## src/rtl/rr_mux4_arbiter_if.sv

```systemverilog
// Requester-side bundle of the round-robin 4:1 mux arbiter:
// request/data in, grant/select/busy/data out.
interface rr_mux4_arbiter_if #(
  parameter int W = 1
);
  logic [3:0]   req;
  logic [W-1:0] i0;
  logic [W-1:0] i1;
  logic [W-1:0] i2;
  logic [W-1:0] i3;
  logic [3:0]   gnt;
  logic         s1;
  logic         s0;
  logic         busy;
  logic [W-1:0] y;

  modport master (
    output req, i0, i1, i2, i3,
    input  gnt, s1, s0, busy, y
  );

  modport slave (
    input  req, i0, i1, i2, i3,
    output gnt, s1, s0, busy, y
  );
endinterface

```

## src/rtl/rr_mux4_arbiter.sv

```systemverilog
// Round-robin arbiter owning a shared 4:1 mux datapath.
// Define MUX_ARB_TIMEOUT_EN to force-release grants after MAX_HOLD cycles.
module rr_mux4_arbiter #(
  parameter int W        = 1,
  parameter int MAX_HOLD = 8
) (
  input logic             clk,
  input logic             rst_n,
  rr_mux4_arbiter_if.slave bus
);

  typedef enum logic {
    IDLE,
    GRANT
  } state_e;

  state_e     state_q, state_d;
  logic [1:0] ptr_q, ptr_d;
  logic [1:0] sel_q, sel_d;
  logic [3:0] gnt_q, gnt_d;
  logic       busy_q, busy_d;

  logic [1:0] win;
  logic       win_vld;
  logic [1:0] idx;
  logic       hold_hit;

  // Scan from farthest to nearest so the offset closest to ptr wins.
  always_comb begin
    win     = 2'd0;
    win_vld = 1'b0;
    idx     = 2'd0;
    for (int k = 3; k >= 0; k--) begin
      idx = ptr_q + 2'(k);
      if (bus.req[idx]) begin
        win     = idx;
        win_vld = 1'b1;
      end
    end
  end

`ifdef MUX_ARB_TIMEOUT_EN
  localparam logic [7:0] HOLD_LIM = 8'(MAX_HOLD - 1);

  logic [7:0] cnt_q, cnt_d;

  assign hold_hit = (cnt_q == HOLD_LIM);

  always_comb begin
    cnt_d = 8'd0;
    if (state_q == GRANT) cnt_d = cnt_q + 8'd1;
  end

  always_ff @(posedge clk or negedge rst_n) begin
    if (!rst_n) cnt_q <= 8'd0;
    else        cnt_q <= cnt_d;
  end
`else
  logic [7:0] unused_hold;

  assign unused_hold = 8'(MAX_HOLD);
  assign hold_hit    = 1'b0;
`endif

  always_comb begin
    state_d = state_q;
    ptr_d   = ptr_q;
    sel_d   = sel_q;
    gnt_d   = gnt_q;
    busy_d  = busy_q;
    unique case (state_q)
      IDLE: begin
        if (win_vld) begin
          state_d = GRANT;
          sel_d   = win;
          gnt_d   = 4'b0001 << win;
          busy_d  = 1'b1;
        end
      end
      GRANT: begin
        if (!bus.req[sel_q] || hold_hit) begin
          state_d = IDLE;
          ptr_d   = sel_q + 2'd1;
          gnt_d   = 4'b0000;
          busy_d  = 1'b0;
        end
      end
      default: state_d = IDLE;
    endcase
  end

  always_ff @(posedge clk or negedge rst_n) begin
    if (!rst_n) begin
      state_q <= IDLE;
      ptr_q   <= 2'd0;
      sel_q   <= 2'd0;
      gnt_q   <= 4'b0000;
      busy_q  <= 1'b0;
    end else begin
      state_q <= state_d;
      ptr_q   <= ptr_d;
      sel_q   <= sel_d;
      gnt_q   <= gnt_d;
      busy_q  <= busy_d;
    end
  end

  always_comb begin
    bus.y = '0;
    if (busy_q) begin
      unique case (sel_q)
        2'd0:    bus.y = bus.i0;
        2'd1:    bus.y = bus.i1;
        2'd2:    bus.y = bus.i2;
        default: bus.y = bus.i3;
      endcase
    end
  end

  assign bus.gnt  = gnt_q;
  assign bus.s1   = sel_q[1];
  assign bus.s0   = sel_q[0];
  assign bus.busy = busy_q;

endmodule
```

## src/flat_wrapper.sv

```systemverilog
// flat-port wrapper written by rule: the top's interface ports become plain ports
module rr_mux4_arbiter_flat 
#(
  parameter int W        = 1,
  parameter int MAX_HOLD = 8
)
  (clk, rst_n, bus_req, bus_i0, bus_i1, bus_i2, bus_i3, bus_gnt, bus_s1, bus_s0, bus_busy, bus_y);
  rr_mux4_arbiter_if #(.W(W)) bus_i ();
  input logic clk;
  input logic rst_n;
  input wire logic [$bits(bus_i.req)-1:0] bus_req;
  input wire logic [$bits(bus_i.i0)-1:0] bus_i0;
  input wire logic [$bits(bus_i.i1)-1:0] bus_i1;
  input wire logic [$bits(bus_i.i2)-1:0] bus_i2;
  input wire logic [$bits(bus_i.i3)-1:0] bus_i3;
  output wire logic [$bits(bus_i.gnt)-1:0] bus_gnt;
  output wire logic [$bits(bus_i.s1)-1:0] bus_s1;
  output wire logic [$bits(bus_i.s0)-1:0] bus_s0;
  output wire logic [$bits(bus_i.busy)-1:0] bus_busy;
  output wire logic [$bits(bus_i.y)-1:0] bus_y;
  assign bus_i.req = bus_req;
  assign bus_i.i0 = bus_i0;
  assign bus_i.i1 = bus_i1;
  assign bus_i.i2 = bus_i2;
  assign bus_i.i3 = bus_i3;
  assign bus_gnt = bus_i.gnt;
  assign bus_s1 = bus_i.s1;
  assign bus_s0 = bus_i.s0;
  assign bus_busy = bus_i.busy;
  assign bus_y = bus_i.y;
  rr_mux4_arbiter #(.W(W), .MAX_HOLD(MAX_HOLD)) u_core (.clk(clk), .rst_n(rst_n), .bus(bus_i));
endmodule
```

## config.mk

```make
export PLATFORM = sky130hd
export DESIGN_NAME = rr_mux4_arbiter_flat
export DESIGN_NICKNAME = d
export VERILOG_FILES = /design/src/rtl/rr_mux4_arbiter_if.sv /design/src/rtl/rr_mux4_arbiter.sv /design/src/flat_wrapper.sv
export SDC_FILE = /design/constraint.sdc
export NUM_CORES = 1
export LEC_CHECK = 0
export CORE_MARGIN = 1.5
export CORE_UTILIZATION = 42
export DETAILED_ROUTE_END_ITERATION = 6
export PLACE_DENSITY = 0.73
export SYNTH_ARGS = -nofsm -noshare
export SYNTH_HDL_FRONTEND = slang
export SYNTH_SLANG_ARGS = --single-unit
export TNS_END_PERCENT = 5
```

## constraint.sdc

```tcl
create_clock -name clk -period 1.7 [get_ports clk]
set_clock_uncertainty 0.2 [all_clocks]
set_input_delay 0.255 -clock clk [delete_from_list [all_inputs] [get_ports clk]]
set_output_delay 0.255 -clock clk [all_outputs]
set_load 0.1 [all_outputs]
```

Word level (Yosys, flattened, before mapping)
Cells that the tools add are included.
Cells by class
  add/subtract/negate cells: 4
  order comparisons: 5
  eq/ne operators: 4
  shift-type cells: 1
  muxes and demuxes: 29
  bitwise logic cells: 2
  reduce and logical (&&, ||, !) cells: 4
Operators by type and width (count)
  $lt 2x3->1 const B: 5
  $mux 1: 14
  $bmux 1 s2: 5
  $mux 2: 4
  $mux 4: 2
  $pmux 4 s2: 1
  $reduce_and 2->1: 3
  $add 2x1->2 const B: 2
  $add 2x2->2 const B: 2
  $pmux 1 s2: 2
  $shl 1x2->4 const A: 1
  $pmux 1 s3: 1
  $eq 2x1->1 const B: 1
  $eq 2x2->1 const B: 1
  $logic_not 2->1: 1
  $ne 2x1->1 const B: 1
  $ne 2x2->1 const B: 1
  $not 1->1: 2
Word-level totals
  bits in registers: 10
  bits of input ports: 10
  output and inout bits: 8
  word-level logic and storage cells: 54

Logic depth before layout (Yosys ltp)
  depth in word-level cells: 10
  mapped depth: 5
  gate-level depth less buffers: 5

Worst setup path after synthesis
OpenSTA, ideal clock, no wires.
  path kind: register -> output
  from: register u_core.sel_q[0]
  to: output port bus_y
  data arrival time: 2.252 ns
  data required time: 1.245 ns
  slack: -1.007 ns
  cell stages (with the launch flop): 6
  buffers on the path: 0
  cells stage by stage: dfrtp_1 -> inv_1 -> ha_1 -> a222oi_1 -> o21ai_0 -> and2_1
Between the ends
  longest elaborated chain between the ends: 3
  elaborated cells between the ends (all ways): 5
  classes of those cells: 2 x eq/ne; 2 x mux; 1 x reduce/logical
Ends and longest elaborated chain
  start, declared: line rr_mux4_arbiter.sv:19  | logic [1:0] sel_q, sel_d;
  start signal, assigned: line rr_mux4_arbiter.sv:102  | sel_q <= sel_d;
  $eq 2x2->1, or another cell as far along: line rr_mux4_arbiter.sv:111  | unique case (sel_q)
  $pmux 1 s3 *: line rr_mux4_arbiter.sv:111
  $mux 1 *: line rr_mux4_arbiter.sv:110  | if (busy_q) begin
  end, declared: line flat_wrapper.sv:20  | output wire logic [$bits(bus_i.y)-1:0] bus_y;
Mark *: on every way between the ends. The rest lies on a longest branch, timed or not.

Worst setup path in the final report
Ends and elaborated chain as after synthesis.

==> results.json <==
{
  "hpwl_mm": 1.429,
  "cp.depth": 5,
  "synth_top_area_cell": "dfrtp_1",
  "max_stage_delay_ns": 0.50,
  "report.final.slew_viol_count": 0,
  "synth_cells": 67,
  "crit_fanout": 3,
  "timing.critical_path.slowest_stage_cell": "dfrtp_4",
  "setup_viol": 9,
  "grt_max_degree": 11,
  "routed_wl_mm": 1.996,
  "syn2layout_area_growth_pct": 67.71,
  "hold_viol": 0,
  "start_util": 0.4527,
  "gr-usage-met1": 0.3298,
  "antenna_left": 0,
  "fillers": 107,
  "drc": 0,
  "worst_pin_slew_ns": 0.4783,
  "grt.total_usage": 0.2513,
  "placed_area_um2": 1051,
  "overflow": 0,
  "cp_top_family": "compound AO/OA/AOI/OAI gates",
  "yosysMostFrequentCell": "dfrtp_1",
  "cts_root_buf": "clkbuf_4",
  "die_h_um": 43.30,
  "synth.distinct_cells": 32,
  "n_antenna_cell": 0,
  "busiest_layer": "met2",
  "dr.pass1.iters": 4,
  "synth.area.top_cells": "dfrtp_1 (37%), ha_1 (7.3%), o21ai_0 (3.7%), buf_6 (3.3%), inv_1 (3.3%)",
  "netlist_area_um2": 681.9,
  "fin_ws_ns": -0.5108,
  "ir_drop_mv": 1.619,
  "cap_violations": 0,
  "antenna_found_initial": 0,
  "cp_num_buf_inv": 1,
  "syn-num-nets": 81,
  "synth_seq_cells": 10,
  "synth_edf_count": 0,
  "yosysWarnings": 0,
  "detailroute.via_count": 713,
  "crit_chain": "ha_4 > a222oi_1 > o21ai_2 > and2_4 > buf_12",
  "synth.top_cell.area_share": 0.3670,
  "fp.dieArea_um2": 1874,
  "crit_arrival_ns": 1.76,
  "fin_crit_ns": 2.211,
  "rows": 14,
  "dpl_worst_slack_ns": -0.3364,
  "ys.flop_type": "dfrtp_1",
  "fin_crit_sh": 1.300,
  "synth_common_cells": "dfrtp_1 (10), inv_1 (6), o21ai_0 (5)",
  "io_pins": 18,
  "violations": "negative setup slack",
  "fmax_mhz": 452.3,
  "layout-drive-gt1-share": 0.4851,
  "vias_per_cell": 6.094,
  "hold_slack_ns": 0.1070,
  "slew_headroom": 0.6801,
  "setup.worst_path.end_class": "output pin",
  "use_met3": 0.07234,
  "numCtsBuffers": 3,
  "dieWidth_um": 43.30,
  "gp_congestion": 0.7709,
  "portBuffers": 17,
  "cts-hold-fix-buffers": 0,
  "final_area_um2": 1144,
  "crit_required_ns": 1.24,
  "grt_pass1_vias": 706,
  "critPathKind": "reg2out",
  "reg2regPathDepth": 6,
  "clock-sinks": 10,
  "htreeDepth": 1,
  "clk_latency_ns": 0.27,
  "rsz0062_at_grt": "yes",
  "coreArea_um2": 1506,
  "wl_per_cell_um": 17.06,
  "cts_buffer_depth": 2,
  "grt_pass1_wl_mm": 3.381,
  "clk_pin_slew_ns": 0.07,
  "status": "finished with violations",
  "p_leak_uw": 0.0004951,
  "met2_usage": 0.3821,
  "drt_iter0_markers": 24,
  "nets": 116,
  "power.density_nw_per_um2": 2275,
  "start_kind": "flip-flop",
  "cts_tree": "done",
  "hold_path.class": "in2async",
  "synthArstFlopShare": 1.000,
  "syn-mean-instance-area_um2": 10.18,
  "seq_area_frac_synth": 0.3670
}
-- cell usage in the layout, fill, tap and decap left out, drive strengths merged, types with 2 or more instances in the layout --
| cell | instances |
|---|---|
| nand2 | 2 |
| o221ai | 2 |
| nor2b | 3 |
| dfrtp | 10 |
| buf | 25 |
| ha | 4 |
| nor4 | 2 |
| o32ai | 2 |
| nand2b | 2 |
| nor2 | 3 |
| clkbuf | 4 |
| o2bb2ai | 2 |
| nor3b | 3 |
| clkdlybuf4s50 | 8 |
| o21a | 2 |
| o21ai | 5 |
| a21oi | 3 |
| inv | 6 |
-- through the flow --
step	utilization	cells	power [uW]	setup TNS [ns]
3_5_place_dp	0.6977	112	2261	-3.060
2_1_floorplan	-	67	1567	-1.529
3_3_place_gp	0.6977	112	2222	-2.731
6_report	0.7591	117	2602	-2.459
4_1_cts	0.7442	117	2561	-2.474
5_1_grt	0.7591	117	2730	-3.054
-- logic make-up (layout without fill, tap and decap cells) --
logic type	Yosys count	count (layout)	share of synthesized area
simple gates	16	16	0.1486
fa+ha+maj	4	4	0.07340
mux	3	3	0.06972
buf+inv	10	44	0.07888
compound gates	24	24	0.2624
flops	10	10	0.3670
-- final cells by class --
cell class / instances / area, um^2 / share of cell area
multi-input cells: 47 / 422.9 / 0.3698
inverters: 6 / 22.52 / 0.01969
well taps: 16 / 20.02 / 0.01751
flip-flops and latches: 10 / 257.7 / 0.2254
repair buffers: 34 / 384.1 / 0.3359
clock buffers: 4 / 36.28 / 0.03173
-- where the power goes --
group          internal, uW  switching, uW
Clock                   130           82.6
Combinational           820           1050
Sequential              361            156
-- routing by layer --
metal	routed length [um]	vias to the layer above
met4	56	0
met3	119	8
li1	-	322
met5	0	-
met1	886	351
met2	934	32
-- worst paths after layout --
kind                                          startpoint                            end  slack [ns]
max                          u_core.sel_q[0]$_DFFE_PN0P_                          bus_y       -0.51
min                                                rst_n    u_core.ptr_q[1]$_DFFE_PN0P_        0.11
max reg2reg                  u_core.sel_q[0]$_DFFE_PN0P_  u_core.bus.gnt[0]$_DFFE_PN0P_       -0.34
min reg2reg                u_core.bus.gnt[1]$_DFFE_PN0P_  u_core.bus.gnt[1]$_DFFE_PN0P_        0.37
max in group asynchronous                          rst_n    u_core.sel_q[0]$_DFFE_PN0P_        0.82
min in group clk           u_core.bus.gnt[1]$_DFFE_PN0P_  u_core.bus.gnt[1]$_DFFE_PN0P_        0.37
-- flip-flops by register name, summed over array words and instances (netlist names) --
signal	cells
u_core.bus.gnt	4
u_core.state_q	1
u_core.bus.busy	1
u_core.ptr_q	2
u_core.sel_q	2
-- what timing repair did --
action                                  in CTS  in global routing
gates cloned                                 0                  0
endpoints found under the setup margin      10                 11
pin swaps                                    8                  3
setup buffers                                1                  0
gates resized for setup                      7                  7
Note: power is estimated with default switching activity, not from simulation.
==> edit, RTL diff (same settings) <==
Add a define of `MUX_ARB_TIMEOUT_EN`.
--- a/src/rtl/rr_mux4_arbiter.sv
+++ b/src/rtl/rr_mux4_arbiter.sv
@@ -1,5 +1,7 @@
 // Round-robin arbiter owning a shared 4:1 mux datapath.
 // Define MUX_ARB_TIMEOUT_EN to force-release grants after MAX_HOLD cycles.
+`define MUX_ARB_TIMEOUT_EN
+
 module rr_mux4_arbiter #(
   parameter int W        = 1,
   parameter int MAX_HOLD = 8
Function: changed (Yosys sat finds a counterexample within 10 cycles, from zero or initial values and one cycle with rst_n low).
==> edit against the original RTL <==
The run still ends with setup timing left; sequential cell count is 8 higher; global-route usage is 4.2 points lower; synthesized area is 41% higher; sequential share of layout area is 8.3 points higher; wire length is 17% higher; setup slack better by 0.022 ns; total power is 14% higher; cell count is 38% higher; maximum frequency is 1.0% higher; combinational power is 8% higher; final area is 30% higher.
==> edit: results (changes against the original RTL) <==
combPwrFrac_pct: 68.2  # -3.8 points
drt_iter0_drc: 8  # -67%
p_leak_nw: 0.684  # +38%
post_dp_cell_area_um2: 1430  # +36%
violations: "setup timing"
setup_violations: 9  # unchanged
power_frac_seq_pct: 24.4  # +4.6 points
fin_nets: 150  # +29%
grt_pass1_wl_um: 4000  # +18%
timing.setup.tns_ns: -2.89  # -0.433 ns
status: "finished with violations"
reg2reg_slack_ns: -0.38  # -0.04 ns
worst_pin_slew_ns: 0.366  # -0.113 ns
timing.final.ws_setup_ns: -0.489  # +0.0218 ns
drive_gt1_share_pct: 37.3  # -11 points
synth.area.top_cells: "dfrtp_1, ha_1, xor2_1"
reg2reg_from: "u_core.cnt_q[6]"
viasPerCell: 5.15  # -15%
clk_latency_ns: 0.29  # +0.02 ns
netlist_instances: 91  # +36%
path_delay_family: "flip-flops"
dp.cells: 157  # +40%
synth.distinct_cells: 34  # +6.3%
nFillCells: 165  # +54%
finalWeightedCongestion: 0.783  # +1.6%
post_drt_wl_per_cell_um: 14.4  # -16%
vias: 835  # +17%
rr_worst_depth: 4  # -2
==> edit: what timing repair did <==
action                                  in CTS  in global routing
gates resized for setup                      6                  3
pin swaps                                    5                  3
endpoints found under the setup margin       9                 11
endpoints found under the hold margin        0                  0
setup buffers                                1                  0
==> edit: final cells by class <==
cell class	count	area, um2	share of cell area [%]
Clock buffer	4	26.3	1.77
Inverter	4	15.0	1.01
Tap cell	28	35.0	2.36
Multi-Input combinational cell	67	510	34.3
Timing Repair Buffer	41	442	29.7
Sequential cell	18	458	30.8
==> edit: metal layers <==
| metal | vias to the layer above | global-route usage [%] | share of wire (%) |
|---|---|---|---|
| met5 | - | 0 | 0 |
| met4 | 0 | 9.01 | 0.82 |
| met3 | 2 | 3.22 | 2.7 |
| met2 | 14 | 41.4 | 57 |
| met1 | 405 | 21.5 | 39 |
| li1 | 414 | - | - |
==> edit: cell families (layout without fill, tap and decap cells) <==
family | count (synthesis) | in the layout | share of synthesized area [%]
AND/OR/NAND/NOR | 35 | 35 | 20.5
flip-flops | 18 | 18 | 46.8
AO/OA/AOI/OAI | 15 | 15 | 11.7
XOR/XNOR | 6 | 6 | 5.46
multiplexers | 6 | 6 | 6.63
buffers and inverters | 6 | 49 | 2.34
adder cells (fa/ha/maj) | 5 | 5 | 6.50
==> edit: through the flow <==
step / setup WS [ns] / total power (W)
floorplan: -0.352 / 0.00188
finish: -0.489 / 0.00296
detailed placement: -0.365 / 0.00270
global placement: -0.334 / 0.00263
global route: -0.561 / 0.00313
CTS: -0.524 / 0.00296
